File: src/rtl/instr_fetch_unit_if.sv
// Instruction-memory read bus between the fetch unit and the memory.
// The fetch unit drives the address and request and waits for a one-cycle
// acknowledge that carries the read data.
interface instr_fetch_unit_if;
  logic [31:0] mem_addr;
  logic        mem_rd_req;
  logic [31:0] mem_rd_data;
  logic        mem_rd_ack;

  modport master (
    output mem_addr,
    output mem_rd_req,
    input  mem_rd_data,
    input  mem_rd_ack
  );

  modport slave (
    input  mem_addr,
    input  mem_rd_req,
    output mem_rd_data,
    output mem_rd_ack
  );
endinterface

File: src/rtl/instr_fetch_unit.sv
// Fetch stage of the multi-cycle MIPS datapath.
// Owns the PC and the instruction register, issues word reads over a
// variable-latency req/ack bus, and slices the IR into decode fields.
// A request that is not acknowledged within TIMEOUT cycles, or a fetch from
// a misaligned PC, parks the unit in a terminal FAULT state until reset.
module instr_fetch_unit #(
  parameter logic [31:0] RESET_PC = 32'h0000_0000,
  parameter int          TIMEOUT  = 16
) (
  input  logic                       clk,
  input  logic                       rst,
  input  logic                       fetch_start,
  input  logic                       pc_write,
  input  logic [31:0]                pc_next,
  instr_fetch_unit_if.master         imem,
  output logic [31:0]                pc,
  output logic [31:0]                pc_plus4,
  output logic [31:0]                instr,
  output logic [5:0]                 opcode,
  output logic [4:0]                 rs,
  output logic [4:0]                 rt,
  output logic [4:0]                 rd,
  output logic [4:0]                 shamt,
  output logic [5:0]                 funct,
  output logic [15:0]                imm16,
  output logic                       instr_valid,
  output logic                       busy,
  output logic                       fault
);

  typedef enum logic [1:0] {
    ST_IDLE  = 2'd0,
    ST_FETCH = 2'd1,
    ST_FAULT = 2'd2
  } state_t;

  // Last wait-counter value at which a missing ack becomes a fault.
  // The counter starts at 0 in the first request cycle, so the request
  // stays up for exactly TIMEOUT cycles before the unit gives up.
  localparam logic [7:0] WAIT_LAST = 8'(TIMEOUT - 1);

  state_t      state_q, state_d;
  logic [31:0] pc_q, pc_d;
  logic [31:0] instr_q, instr_d;
  logic        req_q, req_d;
  logic        busy_q, busy_d;
  logic        valid_q, valid_d;
  logic        fault_q, fault_d;
  logic [7:0]  wait_cnt_q, wait_cnt_d;
  logic [31:0] pc_inc;

  // Sequential PC increment, shared by the pc_plus4 output and the fetch
  // completion path; wraps modulo 2^32.
  assign pc_inc = pc_q + 32'd4;

  // State and datapath registers with synchronous reset.
  always_ff @(posedge clk) begin
    if (rst) begin
      state_q    <= ST_IDLE;
      pc_q       <= RESET_PC;
      instr_q    <= 32'h0000_0000;
      req_q      <= 1'b0;
      busy_q     <= 1'b0;
      valid_q    <= 1'b0;
      fault_q    <= 1'b0;
      wait_cnt_q <= 8'd0;
    end else begin
      state_q    <= state_d;
      pc_q       <= pc_d;
      instr_q    <= instr_d;
      req_q      <= req_d;
      busy_q     <= busy_d;
      valid_q    <= valid_d;
      fault_q    <= fault_d;
      wait_cnt_q <= wait_cnt_d;
    end
  end

  // Next-state and next-register logic: hold everything by default, the
  // valid strobe defaults low so it can only ever be a single-cycle pulse.
  always_comb begin
    state_d    = state_q;
    pc_d       = pc_q;
    instr_d    = instr_q;
    req_d      = req_q;
    busy_d     = busy_q;
    valid_d    = 1'b0;
    fault_d    = fault_q;
    wait_cnt_d = wait_cnt_q;

    unique case (state_q)
      ST_IDLE: begin
        // A fetch request wins over a simultaneous PC load; the load is
        // simply dropped. Alignment is checked here rather than at the
        // PC load so that branch targets need no extra logic.
        if (fetch_start) begin
          if (pc_q[1:0] == 2'b00) begin
            state_d    = ST_FETCH;
            req_d      = 1'b1;
            busy_d     = 1'b1;
            wait_cnt_d = 8'd0;
          end else begin
            state_d = ST_FAULT;
            fault_d = 1'b1;
          end
        end else if (pc_write) begin
          pc_d = pc_next;
        end
      end

      ST_FETCH: begin
        // An ack on the threshold cycle still completes normally, so it is
        // tested before the timeout.
        if (imem.mem_rd_ack) begin
          state_d = ST_IDLE;
          instr_d = imem.mem_rd_data;
          pc_d    = pc_inc;
          req_d   = 1'b0;
          busy_d  = 1'b0;
          valid_d = 1'b1;
        end else if (wait_cnt_q == WAIT_LAST) begin
          state_d = ST_FAULT;
          req_d   = 1'b0;
          busy_d  = 1'b0;
          fault_d = 1'b1;
        end else begin
          wait_cnt_d = wait_cnt_q + 8'd1;
        end
      end

      ST_FAULT: begin
        // Terminal until reset: every input is ignored and PC/IR hold.
        req_d  = 1'b0;
        busy_d = 1'b0;
      end

      default: begin
        state_d = ST_IDLE;
        req_d   = 1'b0;
        busy_d  = 1'b0;
      end
    endcase
  end

  // Memory bus: the address is the PC itself, which cannot change while a
  // request is outstanding because PC loads are only accepted in IDLE.
  assign imem.mem_addr   = pc_q;
  assign imem.mem_rd_req = req_q;

  // Architectural outputs.
  assign pc          = pc_q;
  assign pc_plus4    = pc_inc;
  assign instr       = instr_q;
  assign instr_valid = valid_q;
  assign busy        = busy_q;
  assign fault       = fault_q;

  // Decode fields are pure slices of the IR and move only when it loads.
  assign opcode = instr_q[31:26];
  assign rs     = instr_q[25:21];
  assign rt     = instr_q[20:16];
  assign rd     = instr_q[15:11];
  assign shamt  = instr_q[10:6];
  assign funct  = instr_q[5:0];
  assign imm16  = instr_q[15:0];

endmodule
File: src/flat_wrapper.sv
// flat-port wrapper written by rule: the top's interface ports become plain ports
module instr_fetch_unit_flat 
#(
  parameter logic [31:0] RESET_PC = 32'h0000_0000,
  parameter int          TIMEOUT  = 16
)
  (clk, rst, fetch_start, pc_write, pc_next, pc, pc_plus4, instr, opcode, rs, rt, rd, shamt, funct, imm16, instr_valid, busy, fault, imem_mem_addr, imem_mem_rd_req, imem_mem_rd_data, imem_mem_rd_ack);
  instr_fetch_unit_if imem_i ();
  input  logic clk;
  input  logic rst;
  input  logic fetch_start;
  input  logic pc_write;
  input  logic [31:0] pc_next;
  output logic [31:0] pc;
  output logic [31:0] pc_plus4;
  output logic [31:0] instr;
  output logic [5:0] opcode;
  output logic [4:0] rs;
  output logic [4:0] rt;
  output logic [4:0] rd;
  output logic [4:0] shamt;
  output logic [5:0] funct;
  output logic [15:0] imm16;
  output logic instr_valid;
  output logic busy;
  output logic fault;
  output wire logic [$bits(imem_i.mem_addr)-1:0] imem_mem_addr;
  output wire logic [$bits(imem_i.mem_rd_req)-1:0] imem_mem_rd_req;
  input wire logic [$bits(imem_i.mem_rd_data)-1:0] imem_mem_rd_data;
  input wire logic [$bits(imem_i.mem_rd_ack)-1:0] imem_mem_rd_ack;
  assign imem_mem_addr = imem_i.mem_addr;
  assign imem_mem_rd_req = imem_i.mem_rd_req;
  assign imem_i.mem_rd_data = imem_mem_rd_data;
  assign imem_i.mem_rd_ack = imem_mem_rd_ack;
  instr_fetch_unit #(.RESET_PC(RESET_PC), .TIMEOUT(TIMEOUT)) u_core (.clk(clk), .rst(rst), .fetch_start(fetch_start), .pc_write(pc_write), .pc_next(pc_next), .imem(imem_i), .pc(pc), .pc_plus4(pc_plus4), .instr(instr), .opcode(opcode), .rs(rs), .rt(rt), .rd(rd), .shamt(shamt), .funct(funct), .imm16(imm16), .instr_valid(instr_valid), .busy(busy), .fault(fault));
endmodule
File: config.mk
export PLATFORM = sky130hd
export DESIGN_NAME = instr_fetch_unit_flat
export DESIGN_NICKNAME = d
export VERILOG_FILES = /design/src/rtl/instr_fetch_unit_if.sv /design/src/rtl/instr_fetch_unit.sv /design/src/flat_wrapper.sv
export SDC_FILE = /design/constraint.sdc
export NUM_CORES = 1
export LEC_CHECK = 0
export ABC_AREA = 1
export CAP_MARGIN = 0
export CORE_MARGIN = 1.5
export CORE_UTILIZATION = 40
export CTS_CLUSTER_DIAMETER = 120
export DETAILED_ROUTE_END_ITERATION = 16
export GPL_TIMING_DRIVEN = 0
export PLACE_DENSITY = 0.91
export SETUP_SLACK_MARGIN = 0.4
export SLEW_MARGIN = 20
export SYNTH_ARGS = -nofsm -noshare
export SYNTH_HDL_FRONTEND = slang
export SYNTH_SLANG_ARGS = --single-unit
File: constraint.sdc
create_clock -name clk -period 1.9 [get_ports clk]
set_input_delay 0.57 -clock clk [delete_from_list [all_inputs] [get_ports clk]]
set_output_delay 0.57 -clock clk [all_outputs]
set_load 0.02 [all_outputs]
==> results.ini, run 1 <==
[outcome]
outcome = finished with violations
violations = negative setup slack

[clock_network]
holdBufCountCts = 0
insertion_delay_ps = 340
cts_sinks = 77
tritoncts = yes
cts_buffer_depth = 2
clockRootBuffer = clkbuf_16
path_clk_slew_ps = 60
cts_max_level = 3
cts_made_buffers = 9

[timing]
relSlewSlack_pct = 67.0
slew_viol_final = 0
holdWs_ps = 475
skew_ps = 6.56
fin_crit_sh_pct = 130
finalSetupViolations = 28
rsz0062_at_grt = yes
worstMarginPinSlew_ps = 495
fmax_mhz = 404
hold_violations = 0
period_needed_ps = 2470
layout_setup_ws_ps = -573

[logic_synthesis]
synth_top_area_share_pct = 32.8
seq_area_frac_synth_pct = 32.8
mappedNetlistNets = 750
synth_top_area_cell = dfxtp_1
syn_area_mm2 = 0.00470
synth.ff_latch_count = 77
yosys_warnings = 0
synth_cells = 679
syn_area_per_cell_um2 = 6.92
synth_cell_types = 29
ys_top_cells_by_area = dfxtp_1, buf_4, nand2_1, a21oi_1, nand3_1

[setup_path]
cp_top_family = simple AND/OR/NAND/NOR gates
cp.depth = 10
timing_worst_setup_path_type = reg -> out
required_ps = 1330
cp_slowest_cell = dfxtp_4
crit_buf_inv = 2
worstSetupStartpointType = flop
cpPeakStageDelay_ps = 380
r2r_slack_ps = 120
endpoint_kind = output port
r2r_cells = 11
path_max_fanout = 4
crit_chain = ha_4 > nand2_2 > nor2_4 > buf_4 > nand2_4 > nor2_4 > nand2_1 > nand2_1 > nand2_2 > buf_6
arrival_ps = 1900

[drt]
wire_per_inst_um = 18.9
routed_wl_um = 21600
via_per_inst = 5.41
first_pass_iters = 6
drt_iter0_drc = 620
via_count = 6185
drc = 0
antenna_left = 0

[placed_design]
dpl.hpwl_um = 13100
place_inst = 1069
place_congestion = 0.927
port-buffer-count = 247
dp_slack_ps = -630

[global_routing]
grt_pass1_vias = 5583
grt_antenna_before_repair = 0
grt_max_degree = 14
gr-total-overflow = 0
grt_pass1_wl_um = 29600
track_usage_pct = 29.5

[final_layout]
antenna_cells = 0
nets = 1067
finalNonFillerCells = 1143
final_cell_mix = buf_6, nand2_1, a21oi_1
final_common_cell = buf_6
syn2layout_area_growth_pct = 95.9
final_util_pct = 80.6
layout-drive-gt1-share_pct = 55.0

[power]
total_leakage_power_nw = 4.05
power_per_cell_area_mw_per_mm2 = 802
ir_drop_v = 0.000471
p_clk_share_pct = 23.0
swShare_pct = 38.6
power_switching_mw = 2.85
pwr-share-seq_pct = 28.6
p_comb_share_pct = 48.5
internal-power_mw = 4.53

[floorplan]
coreArea_mm2 = 0.0114
initial_core_util_pct = 41.2
die_area_mm2 = 0.0124
die_x_um = 111
io_pins = 249
rows = 39
die_h_um = 111

[job]
maxCapViolCount = 0

[min_path]
hp-class = reg -> reg
holdPathStages = 2

==> tightest hold or removal path, stage by stage, from the launching register on <==
cell     delay (ps)
dfxtp_2         330
nand2_1          60
a21oi_1          50
==> through the flow <==
step,power [mW],TNS (ps),cell area [um2]
6_report,7.38,-11820,9210
5_1_grt,7.63,-13340,9210
4_1_cts,6.84,-10660,8320
3_5_place_dp,4.95,-23680,7640
3_3_place_gp,4.90,-21320,7640
2_1_floorplan,3.65,0,4990
==> path summary, 6_finish.rpt <==
check,end,from
hold reg to reg,u_core.instr[19]$_SDFFE_PP0P_,u_core.instr[19]$_SDFFE_PP0P_
setup reg to reg,u_core.imem.mem_addr[28]$_SDFFE_PP0P_,u_core.imem.mem_addr[2]$_SDFFE_PP0P_
hold / removal,u_core.instr[19]$_SDFFE_PP0P_,u_core.instr[19]$_SDFFE_PP0P_
setup / recovery,pc_plus4[24],u_core.imem.mem_addr[2]$_SDFFE_PP0P_
==> synth_stat cells, drive strengths merged <==
cell	count
nand2	170
buf	102
a21oi	99
dfxtp	77
nor2	57
nand3	51
o21ai	36
inv	35
clkbuf	14
xor2	14
nand3b	5
and2	4
nand4	4
xnor2	4
a31oi	2
ha	2
nor3	2
o21bai	1
==> per-layer routing <==
layer  GRT usage [%]  share of wire (%)
met1            37.6                 37
met4            12.3                3.5
met5               0                  0
met3            4.14                7.6
met2            50.3                 52
==> layout make-up <==
type / instances / area [um2]
Buffer: 116 / 1070
Inverter: 35 / 136
Sequential cell: 77 / 1740
Fill cell: 657 / 2210
Clock buffer: 10 / 250
Multi-Input combinational cell: 452 / 2810
Clock inverter: 5 / 32.5
Timing Repair Buffer: 305 / 2990
Tap cell: 143 / 179
==> flip-flops by register name, summed over array words and instances, names as in the netlist <==
name and cells:
u_core.imem.mem_addr 32, u_core.instr 32, u_core.wait_cnt_q 8, u_core.state_q 2
u_core.fault 1, u_core.imem.mem_rd_req 1, u_core.instr_valid 1
==> power groups by stage <==
stage	sequential (mW)	clock [mW]	combinational (mW)
2_1_floorplan	2.27	0	1.38
3_3_place_gp	2.14	0	2.76
3_5_place_dp	2.15	0	2.80
4_1_cts	2.06	1.68	3.10
5_1_grt	2.13	1.77	3.74
6_report	2.11	1.70	3.58
==> timing repair <==
item,in CTS,in global routing
pin swaps,37,31
setup buffers,39,17
setup endpoints to repair,255,182
gates cloned,2,1
gates resized for setup,1062,216
==> cell families (layout without fill, tap and decap cells) <==
| kind of cell | count (synthesis) | in the layout | share of synthesized area (%) |
|---|---|---|---|
| compound gates | 138 | 138 | 14.8 |
| xor+xnor | 18 | 18 | 3.99 |
| fa+ha+maj | 2 | 2 | 0.532 |
| buf+inv | 151 | 471 | 19.2 |
| flops | 77 | 77 | 32.8 |
| simple gates | 293 | 294 | 28.7 |
No activity file was read; power rests on OpenSTA's default activity.
==> run 2, diff against run 1 <==
--- a/config.mk
+++ b/config.mk
@@ -12,6 +12,7 @@
 export CTS_CLUSTER_DIAMETER = 120
 export DETAILED_ROUTE_END_ITERATION = 16
 export GPL_TIMING_DRIVEN = 0
+export MAX_ROUTING_LAYER = met4
 export PLACE_DENSITY = 0.91
 export SETUP_SLACK_MARGIN = 0.4
 export SLEW_MARGIN = 20
==> constraint.sdc (replaced) <==
create_clock -name clk -period 2.8 [get_ports clk]
set_input_delay 0.28 -clock clk [delete_from_list [all_inputs] [get_ports clk]]
set_output_delay 0.28 -clock clk [all_outputs]
set_load 0.02 [all_outputs]
==> run 2 against run 1 <==
Against the previous run:
- critical endpoint is now pc_plus4[25]
- clock skew rose by 3.6 ps
- via count fell by 14%
- routed wire length is 27% lower
- global-route usage decreased by 4.5 points
- the flow now finishes without violations
- register-to-register slack improved by 1000 ps
- clock power fell by 29%
- sequential share of layout area increased by 1.4 points
- first-iteration DRC count decreased by 46%
- combinational power decreased by 49%
- die area did not move
- cell count fell by 5.1%
- utilization down 14 points
==> results.ini, run 2 (synthesized netlist as in run 1, its figures left out) <==
[drt]
via_count = 5343  ; -14%
dr_wl_met2_um = 7750  ; -31%
met1Wirelength_um = 6500  ; -18%
drt_iter0_drc = 337  ; -46%
first_pass_iters = 5  ; -1
wl_met3_um = 1130  ; -31%
wire_per_inst_um = 14.5  ; -23%
via_per_inst = 4.92  ; -9.0%
drc = 0  ; unchanged
routed_wl_um = 15700  ; -27%
top_layer = met4
antenna_left = 0  ; unchanged

[timing]
slew_viol_final = 0  ; unchanged
period_needed_ps = 2320
finalSetupViolations = 0  ; -100%
worstMarginPinSlew_ps = 597  ; +102 ps
fmax_mhz = 432
hold_violations = 0  ; unchanged
skew_ps = 10.1  ; +3.58 ps
fin_crit_sh_pct = 82.7
finalSetupTns_ps = 0  ; +11820 ps
rsz0062_at_grt = yes
relSlewSlack_pct = 60.2  ; -6.8 points

[floorplan]
die_h_um = 111  ; unchanged
die_x_um = 111  ; unchanged
io_pins = 249  ; unchanged
rows = 39  ; unchanged
initial_core_util_pct = 41.2  ; unchanged
coreArea_mm2 = 0.0114  ; unchanged
die_area_mm2 = 0.0124  ; unchanged

[placed_design]
place_congestion = 0.912  ; -1.6%
port-buffer-count = 247  ; unchanged
dpl.hpwl_um = 12100  ; -7.8%

[clock_network]
holdBufCountCts = 0  ; unchanged
cts_buffer_depth = 2  ; unchanged
path_clk_slew_ps = 70  ; about the same
post_cts_buffers = 0  ; -100%
cts_sinks = 77  ; unchanged
tritoncts = yes
insertion_delay_ps = 340  ; about the same
clockRootBuffer = clkbuf_16
cts_made_buffers = 9  ; unchanged
cts_max_level = 3  ; unchanged

[final_layout]
final_cell_mix = clkdlybuf4s50_1, nand2_1, a21oi_1
seq_area_mm2 = 0.00156  ; -11%
multi_input_area_mm2 = 0.00226  ; -19%
layout-drive-gt1-share_pct = 17.3  ; -38 points
n_fill_cell = 944  ; +44%
syn2layout_area_growth_pct = 62.7
nets = 1008  ; -5.5%
antenna_cells = 0  ; unchanged
final_common_cell = clkdlybuf4s50_1

[setup_path]
timing_worst_setup_path_type = reg -> out
path_max_fanout = 7  ; +3
cp_slowest_cell = dfxtp_1
crit_chain = nand2_1 > nor2_1 > nand2_1 > nor2_1 > nand3_1 > and2_1 > dlygate4sd2_1
endpoint_kind = output port
cpPeakStageDelay_ps = 480  ; +100 ps
worstSetupStartpointType = flop
required_ps = 2520  ; +1190 ps
arrival_ps = 2040  ; +140 ps

[power]
swShare_pct = 37.2  ; -1.4 points
internal-power_mw = 2.78  ; -39%
p_clk_share_pct = 27.4  ; +4.4 points
total_leakage_power_nw = 3.12  ; -23%
pwr-share-seq_pct = 31.8  ; +3.2 points
p_comb_share_pct = 40.8  ; -7.7 points
power_switching_mw = 1.65  ; -42%
power_per_cell_area_mw_per_mm2 = 579  ; -28%
power_mw = 4.43  ; -40%
ir_drop_v = 0.000299  ; -37%

[global_routing]
gr-total-overflow = 0  ; unchanged
grt_antenna_before_repair = 0  ; unchanged
grt_max_degree = 16  ; +2
grt_pass1_wl_um = 24600  ; -17%
track_usage_pct = 25.0  ; -4.5 points
grt_pass1_vias = 4872  ; -13%

[job]
maxCapViolCount = 0  ; unchanged

[outcome]
outcome = finished clean

[min_path]
hp-class = in -> reg

run 2: area by class of cell:
type	instances	area share [%]
buffer	116	10.1
timing repair buffer	247	31.9
multi-input combinational	451	29.6
clock inverter	7	1.06
inverter	35	1.72
tap	143	2.34
clock buffer	9	2.94
sequential	77	20.4
run 2: repair_timing:
action / in CTS / in global routing
gates resized for setup: 34 / 15
cloned: 0 / 0
setup endpoints to repair: 25 / 12
hold endpoints to repair: 0 / 0
run 2: path summary, 6_finish.rpt:
kind                                          from                                    end  slack, ps  cells after the start
max          u_core.imem.mem_addr[20]$_SDFFE_PP0P_                           pc_plus4[25]        480                      7
min                                imem_mem_rd_ack          u_core.instr[23]$_SDFFE_PP0P_        330                      3
max reg2reg         u_core.state_q[1]$_SDFFE_PP0P_  u_core.imem.mem_addr[12]$_SDFFE_PP0P_       1150                      6
min reg2reg              u_core.fault$_SDFFE_PP0P_              u_core.fault$_SDFFE_PP0P_        470                      2
run 2: critical path: cells and delay by family, from the launching register on:
kind	cells	cell delay [ps]
DFF	1	480
and+or+nand+nor	6	900
buffers and inverters	1	320
run 2: power by group through the flow:
stage	sequential, mW	combinational, mW	clock [mW]
after floorplan	1.50	0.887	0
after global placement	1.41	1.82	0
after detailed placement	1.42	1.84	0
after CTS	1.40	1.81	1.22
after global routing	1.43	1.93	1.28
final	1.41	1.81	1.21
run 2: stage by stage:
step | hold WS, ps | setup slack, ps | cell area [um2] | cells | util (%)
final | 327 | 485 | 7650 | 1085 | 67.0
after CTS | 324 | 441 | 7640 | 1085 | 66.9
after global placement | 438 | 444 | 7350 | 1069 | 64.4
after global routing | 338 | 371 | 7650 | 1085 | 67.0
after floorplan | 440 | 978 | 4700 | 679 | -
after detailed placement | 454 | 439 | 7350 | 1069 | 64.4
run 2: metal layers:
metal / up-vias / GRT usage (%)
li1: 2635 / -
met1: 2462 / 31.0
met2: 218 / 40.8
met3: 28 / 4.90
met4: 0 / 8.61
met5: - / -
